File: src/rtl/iter_divider.sv
`default_nettype none
// ============================================================================
// Module   : iter_divider
// Purpose  : Multi-cycle restoring shift-subtract integer divider producing
//            quotient and remainder, one quotient bit per clock, with a
//            start/done handshake.
//            Optional signed support (abs-value in, sign fix-up out, and
//            most-negative / -1 overflow handling) is compiled in when the
//            macro ITER_DIVIDER_SIGNED_EN is defined; otherwise signed_op is
//            ignored and every operation is unsigned.
// Revision : 1.0 - initial release
// ============================================================================
module iter_divider #(
    parameter int WIDTH = 32
) (
    input  logic             clk,
    input  logic             rst_n,
    input  logic             start,
    input  logic             signed_op,
    input  logic [WIDTH-1:0] a,
    input  logic [WIDTH-1:0] b,
    output logic             busy,
    output logic             done,
    output logic [WIDTH-1:0] q,
    output logic [WIDTH-1:0] r
);

    localparam int            c_cnt_w    = $clog2(WIDTH + 1);
    localparam logic [c_cnt_w-1:0] c_cnt_load = c_cnt_w'(WIDTH);
    localparam logic [c_cnt_w-1:0] c_cnt_one  = c_cnt_w'(1);

    localparam logic [1:0] c_st_idle = 2'd0;
    localparam logic [1:0] c_st_run  = 2'd1;
    localparam logic [1:0] c_st_done = 2'd2;

    logic [1:0]         r_state;
    logic [1:0]         w_state_nxt;

    // r_dq starts as the dividend magnitude and fills with quotient bits
    // from the LSB as dividend bits leave through the MSB.
    logic [WIDTH-1:0]   r_dq;
    logic [WIDTH-1:0]   r_rem;
    logic [WIDTH-1:0]   r_div;
    logic [c_cnt_w-1:0] r_cnt;

    logic               r_done;
    logic [WIDTH-1:0]   r_q;
    logic [WIDTH-1:0]   r_r;

    logic               w_accept;
    logic               w_div0;
    logic               w_ovf;
    logic               w_special;
    logic [WIDTH-1:0]   w_a_mag;
    logic [WIDTH-1:0]   w_b_mag;
    logic [WIDTH-1:0]   w_q_fix;
    logic [WIDTH-1:0]   w_r_fix;

    // One-bit-wider partial remainder so the compare never wraps even when
    // the divisor has its MSB set.
    logic [WIDTH:0]     w_trial;
    logic [WIDTH:0]     w_diff;
    logic               w_qbit;
    logic [WIDTH-1:0]   w_rem_nxt;

    assign w_div0    = (b == '0);
    assign w_special = w_div0 | w_ovf;

`ifdef ITER_DIVIDER_SIGNED_EN
    localparam logic [WIDTH-1:0] c_min_neg = {1'b1, {(WIDTH-1){1'b0}}};

    logic w_a_neg;
    logic w_b_neg;
    logic r_neg_q;
    logic r_neg_r;

    assign w_a_neg = signed_op & a[WIDTH-1];
    assign w_b_neg = signed_op & b[WIDTH-1];
    assign w_a_mag = w_a_neg ? -a : a;
    assign w_b_mag = w_b_neg ? -b : b;
    assign w_ovf   = signed_op && (a == c_min_neg) && (b == '1);
    assign w_q_fix = r_neg_q ? -r_dq : r_dq;
    assign w_r_fix = r_neg_r ? -r_rem : r_rem;

    // Sign fix-up flags; special-case results are loaded final, so no fix-up.
    always_ff @(posedge clk or negedge rst_n) begin
        if (!rst_n) begin
            r_neg_q <= 1'b0;
            r_neg_r <= 1'b0;
        end else if (w_accept) begin
            r_neg_q <= !w_special && (w_a_neg ^ w_b_neg);
            r_neg_r <= !w_special && w_a_neg;
        end
    end
`else
    logic w_unused_signed_op;

    assign w_unused_signed_op = signed_op;
    assign w_a_mag = a;
    assign w_b_mag = b;
    assign w_ovf   = 1'b0;
    assign w_q_fix = r_dq;
    assign w_r_fix = r_rem;
`endif

    assign w_trial   = {r_rem, r_dq[WIDTH-1]};
    assign w_diff    = w_trial - {1'b0, r_div};
    assign w_qbit    = ~w_diff[WIDTH];
    assign w_rem_nxt = w_qbit ? w_diff[WIDTH-1:0] : w_trial[WIDTH-1:0];

    // State register.
    always_ff @(posedge clk or negedge rst_n) begin
        if (!rst_n) begin
            r_state <= c_st_idle;
        end else begin
            r_state <= w_state_nxt;
        end
    end

    // Next-state logic: specials skip RUN; RUN ends after WIDTH iterations.
    always_comb begin
        w_state_nxt = r_state;
        case (r_state)
            c_st_idle: begin
                if (w_accept) begin
                    w_state_nxt = w_special ? c_st_done : c_st_run;
                end
            end
            c_st_run: begin
                if (r_cnt == c_cnt_one) begin
                    w_state_nxt = c_st_done;
                end
            end
            c_st_done: begin
                w_state_nxt = c_st_idle;
            end
            default: begin
                w_state_nxt = c_st_idle;
            end
        endcase
    end

    // FSM outputs; a start seen during the done pulse is dropped because the
    // previous result is still being presented.
    always_comb begin
        busy     = (r_state == c_st_run) || (r_state == c_st_done);
        w_accept = (r_state == c_st_idle) && start && !r_done;
    end

    // Operand capture and one restoring shift-subtract step per RUN cycle.
    always_ff @(posedge clk or negedge rst_n) begin
        if (!rst_n) begin
            r_dq  <= '0;
            r_rem <= '0;
            r_div <= '0;
            r_cnt <= '0;
        end else if (w_accept) begin
            r_div <= w_b_mag;
            r_cnt <= c_cnt_load;
            if (w_div0) begin
                r_dq  <= '1;
                r_rem <= a;
            end else if (w_ovf) begin
                r_dq  <= a;
                r_rem <= '0;
            end else begin
                r_dq  <= w_a_mag;
                r_rem <= '0;
            end
        end else if (r_state == c_st_run) begin
            r_dq  <= {r_dq[WIDTH-2:0], w_qbit};
            r_rem <= w_rem_nxt;
            r_cnt <= r_cnt - c_cnt_one;
        end
    end

    // Result registers: updated only when leaving DONE, held otherwise.
    always_ff @(posedge clk or negedge rst_n) begin
        if (!rst_n) begin
            r_done <= 1'b0;
            r_q    <= '0;
            r_r    <= '0;
        end else if (r_state == c_st_done) begin
            r_done <= 1'b1;
            r_q    <= w_q_fix;
            r_r    <= w_r_fix;
        end else begin
            r_done <= 1'b0;
        end
    end

    assign done = r_done;
    assign q    = r_q;
    assign r    = r_r;

endmodule
`default_nettype wire

File: config.mk
export PLATFORM = sky130hd
export DESIGN_NAME = iter_divider
export DESIGN_NICKNAME = d
export VERILOG_FILES = /design/src/rtl/iter_divider.sv
export SDC_FILE = /design/constraint.sdc
export NUM_CORES = 1
export LEC_CHECK = 0
export CAP_MARGIN = 20
export CORE_MARGIN = 2
export CORE_UTILIZATION = 30
export DETAILED_ROUTE_END_ITERATION = 10
export HOLD_SLACK_MARGIN = 0.12
export PLACE_DENSITY = 0.54
export SLEW_MARGIN = 0
export SYNTH_ARGS = -nofsm -noshare
export SYNTH_HDL_FRONTEND = slang
export SYNTH_SLANG_ARGS = --single-unit
File: constraint.sdc
create_clock -name clk -period 3.94 [get_ports clk]
set_input_delay 0.788 -clock clk [delete_from_list [all_inputs] [get_ports clk]]
set_output_delay 0.788 -clock clk [all_outputs]
set_load 0.05 [all_outputs]
After elaboration in Yosys (flattened, before gate mapping)

Cells that the tools add are included.

Bits in registers: 169
Input port bits: 68
Output and inout bits: 66
Word-level logic and storage cells: 38

Add/sub/neg operators: 2
Equal/unequal tests: 5
Muxes and demuxes: 14
Bitwise gates (word level): 1
Reduce and logical (&&, ||, !) cells: 8

Operators by type and width:

| operator                                         | number |
|---|---|
| 2-to-1 mux 32 bit                                | 7 |
| subtractor 33 x 32 -> 33 bit                     | 1 |
| logical NOT 32 bit                               | 1 |
| 2-to-1 mux 6 bit                                 | 2 |
| == test 6 x 1 -> 1 bit, second input constant    | 1 |
| 2-to-1 mux 2 bit                                 | 3 |
| subtractor 6 x 1 -> 6 bit, second input constant | 1 |
| inequality test 2 bit, second input constant     | 2 |
| case mux 2 bit (2 select lines)                  | 1 |
| == test 2 x 1 -> 1 bit, second input constant    | 1 |
| == test 2 bit, second input constant             | 1 |
| logical AND 1 bit                                | 2 |
| logical NOT 2 bit                                | 1 |
| AND reduction 2 bit                              | 1 |
| nonzero test 2 bit                               | 1 |
| logical NOT 1 bit                                | 1 |
| logical OR 1 bit                                 | 1 |
| 2-to-1 mux 1 bit                                 | 1 |
| inverter 1 bit                                   | 1 |

Depth between registers and ports, before layout

Gate-level depths: netlist of run 1.

Word-level depth: 5
Gate-level depth with buffers: 13
Gate-level depth less buffers: 12

Worst setup path before layout of run 1

OpenSTA, ideal clock, no wires.

Path type: register to register
Start point: register r_dq[31]
End point: register r_rem[12]
Library setup time: 0.120 ns
Arrival: 2.865 ns
Required time: 3.820 ns
Path slack: 0.955 ns
Cell stages (with the launch flop): 14
Buffers on the path: 1
Clock period less this slack: 2.985 ns
Cell sequence: dfrtp_1 > inv_1 > ha_1 > fa_1 > nand2b_1 > a21oi_2 > o211ai_2 > o41ai_4 > o21ai_2 > xnor2_4 > buf_6 > mux2i_1 > a21oi_1 > a31o_2

Cells in the longest elaborated chain, start to end: 4

Ends and longest elaborated chain:

| item                         | line | text |
|---|---|---|
| from (decl)                  | 41   | `logic [WIDTH-1:0] r_dq;` |
| from (signal assigned)       | 167  | `r_dq <= w_a_mag;` |
| from (signal assigned)       | 171  | `r_dq <= {r_dq[WIDTH-2:0], w_qbit};` |
| subtractor 33 x 32 -> 33 bit | 107  | `assign w_diff = w_trial - {1'b0, r_div};` |
| 2-to-1 mux 32 bit            | 109  | `assign w_rem_nxt = w_qbit ? w_diff[WIDTH-1:0] : w_trial[WIDTH-1:0];` |
| 2-to-1 mux 32 bit            | 170  | `end else if (r_state == c_st_run) begin` |
| 2-to-1 mux 32 bit            | 157  | `end else if (w_accept) begin` |
| to (signal assigned)         | 172  | `r_rem <= w_rem_nxt;` |
| to (decl)                    | 42   | `logic [WIDTH-1:0] r_rem;` |

Every way passes these cells. The select of a mux whose other input is x is not followed.
A chain may end at the register's enable or synchronous reset.

Worst setup path after layout of run 1

Start point: register r_dq[31]
End point: register r_rem[9]

Same word-level chain as after synthesis.

==> metrics.md, run 1 <==
| Metric | Value |
|---|---|
| Syn avg cell area | `between 10 and 15 µm²` |
| Worst R2R Setup Slack | `around 520 ps` |
| Max Cap Viol | `0` |
| Area Growth Syn to Fin | `26.0%` |
| CTS resizes | `0` |
| F_max | `a little under 300 MHz` |
| Period Utilization, post-route | `0.868` |
| Top cell type's share of synthesized area | `0.459` |
| CP Launch Point | `r_dq[31]` |
| Routed WL | `between 20 and 30 mm` |
| Top_reg_cell synth | `dfrtp_1` |
| Floorplan row count | `64` |
| Final Hold Fails | `0` |
| Drt first pass iters | `4` |
| Cell Area, Synth | `0.00922 mm²` |
| Die Span X | `179 µm` |
| Vias per inst | `between 5 and 6` |
| Yosys reg bits | `roughly 170` |
| Type of origin of the critical path | `flop` |
| Share of layout cells above drive strength 1 | `0.128` |
| EDFF count, synth | `0` |
| Fin Clk Skew | `~17 ps` |
| YS warnings | `0` |
| CTS Buf Count | `17` |
| IO Port Bufs | `132` |
| Outcome | `finished, final reports clean` |
| Crit Path Category | `reg2reg` |
| CP Capture Type | `flop` |
| RSZ-0062 raised after global routing | `no` |
| Worst reg2reg endpoint | `r_rem[9]` |
| Total Routing Usage GR | `0.170` |
| Post CTS Setup Buffer Count | `0` |
| DRC | `0` |
| Simple-gate share of the synthesized area | `0.111` |
| Io pins | `134` |
| Netlist cell types | `66` |
| Area leader, netlist | `dfrtp_1` |
| Critical R2R Launch | `r_dq[31]` |
| Worst slew pin tran | `approximately 870 ps` |
| Final Setup Violations | `0` |
| Root Driver | `clkbuf_16` |
| Starting DRT DRC Count | `slightly above 400` |
| Compound-cell area share of the yosys netlist | `0.165` |
| Asr flop ratio synth | `1.00` |
| Reg area | `approximately 0.0042 mm²` |
| Reg clk slew, reported paths | `approximately 70 ps` |
| Die Ht | `179 µm` |
| Die ar. | `0.0322 mm²` |
| Final min period | `~3400 ps` |
| Largest net degree at the start of global routing | `88` |
| Post-Synthesis Cells | `915` |
| Diode count | `0` |
| RePlAce Congestion | `between 0.8 and 0.9` |
| Final HPWL DP | `roughly 19 mm` |
| XOR/XNOR Fraction of Synth Area | `0.0315` |
| H-Tree Depth | `4` |
| Cell count of the worst reg-to-reg path | `13` |
| CTS Buffer Depth | `2` |
| Crit-path max FO | `24` |
| Via count | `just over 7k` |
| Largest family of logic cells by synthesized area | `compound AO/OA/AOI/OAI gates` |
| Worst EP required | `~4300 ps` |
| WP data arrival | `between 3000 and 4000 ps` |
| Hold Crit Class | `in2async` |
| Multi-input logic area | `0.00461 mm²` |
| Clk_lat worst skew | `~440 ps` |
| Antenna-violating nets left | `0` |
| CTS tree | `done` |
| Core area | `between 0.03 and 0.04 mm²` |
| Net count, final | `1134` |
| Average wire per standard cell | `18.3 µm` |
| Synthesized Nets | `~1k` |
| Grt total ovfl | `0` |
| Most frequent cell after synthesis | `dfrtp_1` |
| Adder-cell share of the synthesized area | `0.0524` |
| Most frequent cells after synthesis | `dfrtp_1, a21oi_1, o21ai_0, nand2_1, mux2_2` |
| # hold bufs at CTS | `0` |
| Max Slew Vio Count | `0` |
| Mux cell area share after synthesis | `0.137` |
| Starting Density | `0.303` |
| CTS sink cnt | `between 150 and 200` |
| Slew margin rel. | `0.420` |
| Number of global-route vias before repair | `between 7k and 8k` |
| Sequential-to-total area share from yosys stat | `0.459` |
| Initial antenna violation count | `1` |
| First-pass GRT wire length | `around 42 mm` |
| Synth top area cells | `dfrtp_1, mux2_2, mux2i_1, ha_1, a21oi_1` |
| Setup TNS | `0 ps` |
| Fill cell count | `3047` |
-- final cells by class --
cell class | count | share of cell area
clock buffer | 21 | 0.0405
clock inverter | 11 | 0.0138
inverter | 43 | 0.0139
multi-input combinational | 649 | 0.397
sequential | 169 | 0.364
tap | 396 | 0.0426
timing repair buffer | 148 | 0.128
-- worst max-delay path, cell delays in order, from the launching register on --
cell and delay [ps]:
dfrtp_1 420, inv_1 70, ha_1 220, fa_1 410
nand2b_1 200, a21oi_2 180, o211ai_2 200, o41ai_4 490
o21ai_2 180, xnor2_4 210, buf_12 220, mux2i_1 200
a21oi_1 80, a31o_2 230
-- metal layers --
| metal | track usage | wire length [µm] |
|---|---|---|
| met5 | 0 | 12 |
| met4 | 0.0514 | 445 |
| met3 | 0.0280 | 888 |
| met2 | 0.293 | 12900 |
| met1 | 0.219 | 12100 |
-- per-stage QoR --
stage / util / std cells / hold WS, ps / instance area, µm² / setup slack, ps
6_report: 0.382 / 1437 / 423 / 11600 / 520
5_1_grt: 0.382 / 1437 / 483 / 11600 / 283
4_1_cts: 0.382 / 1437 / 457 / 11600 / 495
3_5_place_dp: 0.361 / 1405 / 493 / 11000 / 508
3_3_place_gp: 0.361 / 1405 / 468 / 11000 / 526
2_1_floorplan: - / 915 / 450 / 9220 / 955
-- logic make-up (layout without fill, tap and decap cells) --
family | after synthesis | count (layout)
multiplexers | 118 | 118
AO/OA/AOI/OAI | 250 | 250
adder cells (fa/ha/maj) | 38 | 38
XOR/XNOR | 31 | 31
flip-flops | 169 | 169
buffers and inverters | 97 | 223
AND/OR/NAND/NOR | 212 | 212
-- registers in the layout (all words and copies together) (netlist names) --
signal	cells
q	32
r	32
r_div	32
r_dq	32
r_rem	32
r_cnt	6
r_state	2
done	1
-- cell usage in the layout, fill, tap and decap left out, types with 19 or more instances in the layout --
| master | instances |
|---|---|
| o21ai_0 | 78 |
| nor2_1 | 30 |
| inv_1 | 43 |
| mux2_2 | 66 |
| ha_1 | 35 |
| clkdlybuf4s50_1 | 131 |
| mux2i_1 | 52 |
| nand2_1 | 73 |
| dfrtp_1 | 169 |
| a21oi_1 | 80 |
| xnor2_1 | 19 |
| nor3_1 | 45 |
-- worst max-delay path by stage --
stage | end | depth (start not counted)
2_1_floorplan | r_rem[12] | 13
3_3_place_gp | r_rem[12] | 13
3_5_place_dp | r_rem[12] | 13
4_1_cts | r_rem[12] | 13
5_1_grt | r_rem[12] | 13
6_report | r_rem[9] | 13
Power of run 1 is left out: the tool's default activity adds up to more than one toggle a clock period on the data nets, which glitch-free logic cannot reach.
==> run 2, diff against run 1 <==
--- a/config.mk
+++ b/config.mk
@@ -15,3 +15,4 @@
 export SYNTH_ARGS = -nofsm -noshare
 export SYNTH_HDL_FRONTEND = slang
 export SYNTH_SLANG_ARGS = --single-unit
+export TNS_END_PERCENT = 30
==> results of run 2 <==
No change in the layout: final DEF, timing and power equal those of run 1.
Power of run 2 is left out for the same reason.
==> run 3, diff against run 2 <==
--- a/config.mk
+++ b/config.mk
@@ -7,10 +7,10 @@
 export LEC_CHECK = 0
 export CAP_MARGIN = 20
 export CORE_MARGIN = 2
-export CORE_UTILIZATION = 30
+export CORE_UTILIZATION = 44
 export DETAILED_ROUTE_END_ITERATION = 10
 export HOLD_SLACK_MARGIN = 0.12
-export PLACE_DENSITY = 0.54
+export PLACE_DENSITY = 0.72
 export SLEW_MARGIN = 0
 export SYNTH_ARGS = -nofsm -noshare
 export SYNTH_HDL_FRONTEND = slang
==> run 3 against run 2 <==
  * Utilization rose by 18 points
  * Sequential share of layout area rose by 0.65 points
  * Maximum frequency fell by 2.5%
  * Critical path type unchanged
==> metrics.md, run 3 (synthesized netlist as in run 1, its figures left out) <==
| Metric | Value |
|---|---|
| Final min period | `3510 ps` |
| Final HPWL DP | `around 17 mm` |
| Clk_lat worst skew | `around 430 ps` |
| IO Port Bufs | `between 100 and 150` |
| RePlAce Congestion | `0.898` |
| Vias per inst | `about 5.7` |
| CTS Buffer Depth | `2` |
| Fill cell count | `approximately 1.9k` |
| Crit Path Category | `reg2reg` |
| Net count, final | `1132` |
| CTS sink cnt | `around 170` |
| Worst reg2reg endpoint | `r_rem[12]` |
| Routed WL | `about 24 mm` |
| Critical R2R Launch | `r_dq[31]` |
| Antenna-violating nets left | `0` |
| # hold bufs at CTS | `0` |
| First-pass GRT wire length | `38.8 mm` |
| Average wire per standard cell | `around 18 µm` |
| Outcome | `finished, final reports clean` |
| Die Span X | `~150 µm` |
| Die ar. | `roughly 0.022 mm²` |
| Largest net degree at the start of global routing | `81` |
| Number of global-route vias before repair | `between 7k and 8k` |
| CP endpoint | `r_rem[12]` |
| RSZ-0062 raised after global routing | `no` |
| Reg clk slew, reported paths | `around 70 ps` |
| F_max | `285 MHz` |
| Post CTS Setup Buffer Count | `0` |
| Final Setup Violations | `0` |
| Commonest cells after routing, fill and taps aside | `dfrtp_1, clkdlybuf4s50_1, a21oi_1` |
| Max Cap Viol | `0` |
| Worst slew pin tran | `between 700 and 800 ps` |
| Cell count of the worst reg-to-reg path | `13` |
| Worst R2R Setup Slack | `around 430 ps` |
| DRC | `0` |
| Diode count | `0` |
| CTS Buf Count | `17` |
| Starting DRT DRC Count | `~460` |
| Via count | `roughly 7.4k` |
| Worst EP required | `4260 ps` |
| CP peak stage delay | `around 470 ps` |
| Most common cell after layout, fill and taps aside | `dfrtp_1` |
| Starting Density | `0.451` |
| Core area | `0.0204 mm²` |
| Hold Crit Class | `in2async` |
| Slew margin rel. | `0.501` |
| CP Capture Type | `flop` |
| Root Driver | `clkbuf_16` |
| CTS tree | `done` |
| Io pins | `134` |
| Drt first pass iters | `7` |
| Die Ht | `around 150 µm` |
| H-Tree Depth | `4` |
| Period Utilization, post-route | `0.890` |
| Final Hold Fails | `0` |
| Share of layout cells above drive strength 1 | `0.127` |
| Fin Clk Skew | `just over 10 ps` |
| Crit-path max FO | `32` |
| Floorplan row count | `52` |
| Grt total ovfl | `0` |
| WP data arrival | `roughly 3800 ps` |
| CTS resizes | `0` |
| Area Growth Syn to Fin | `23.8%` |
| Total Routing Usage GR | `0.223` |
| Worst-path cell chain | `inv_1 -> ha_1 -> fa_1 -> nand2b_1 -> a21oi_2 -> o211ai_2 -> o41ai_4 -> o21ai_2 -> xnor2_4 -> buf_12 -> mux2i_1 -> a21oi_1 -> a31o_2` |
| CP max stage cell | `o41ai_4` |
| Max Slew Vio Count | `0` |
| Type of origin of the critical path | `flop` |
| Setup TNS | `0 ps` |
| CP Launch Point | `r_dq[31]` |
| Initial antenna violation count | `0` |
## run 3: changes by cell type in the layout (fill, tap and decap cells not counted), sizes merged
cell | before | now
inv | 46 | 49
clkbuf | 21 | 17
clkinv | 3 | 4
bufinv | 3 | 2
buf | 17 | 15
clkinvlp | 2 | 3
## run 3: final cells by class
cell class,count,area [µm²],share of cell area
multi-input combinational,649,4610,0.404
inverter,43,161,0.0141
clock inverter,15,186,0.0163
tap,270,338,0.0296
clock buffer,17,425,0.0373
timing repair buffer,146,1470,0.128
sequential,169,4230,0.371
## run 3: metal layers
metal	track usage	vias to the layer above	routed length [µm]
met5	0	-	0
met4	0.0729	0	575
met3	0.0462	41	1330
met2	0.381	230	11900
met1	0.284	3610	10400
li1	-	3525	-
## run 3: worst min-delay path by stage
stage | from | end | slack [ps] | cells after the start
global placement | r_div[0] | r_div[0] | 480 | 2
detailed placement | q[5] | q[5] | 500 | 1
floorplan | r_div[0] | r_div[0] | 450 | 2
CTS | rst_n | r_div[26] | 410 | 1
global route | rst_n | r_div[26] | 420 | 1
finish | rst_n | r_div[26] | 370 | 1
## run 3: per-stage QoR
stage | utilization | std cells | hold slack [ps] | setup WS [ps] | instance area [µm²]
floorplan | - | 915 | 450 | 955 | 9220
global placement | 0.529 | 1277 | 484 | 607 | 10800
detailed placement | 0.529 | 1277 | 496 | 487 | 10800
CTS | 0.559 | 1309 | 406 | 463 | 11400
global route | 0.559 | 1309 | 423 | 260 | 11400
finish | 0.559 | 1309 | 367 | 434 | 11400
## run 3: critical path: cells and delay by family (launching register included)
kind                     cells  cell delay, ps
XOR/XNOR                     1             200
AND/OR/NAND/NOR              1             200
buffers and inverters        2             320
multiplexers                 1             220
adder cells (fa/ha/maj)      2             670
flip-flops                   1             440
AO/OA/AOI/OAI                6            1320
Power of run 3 is left out for the same reason.
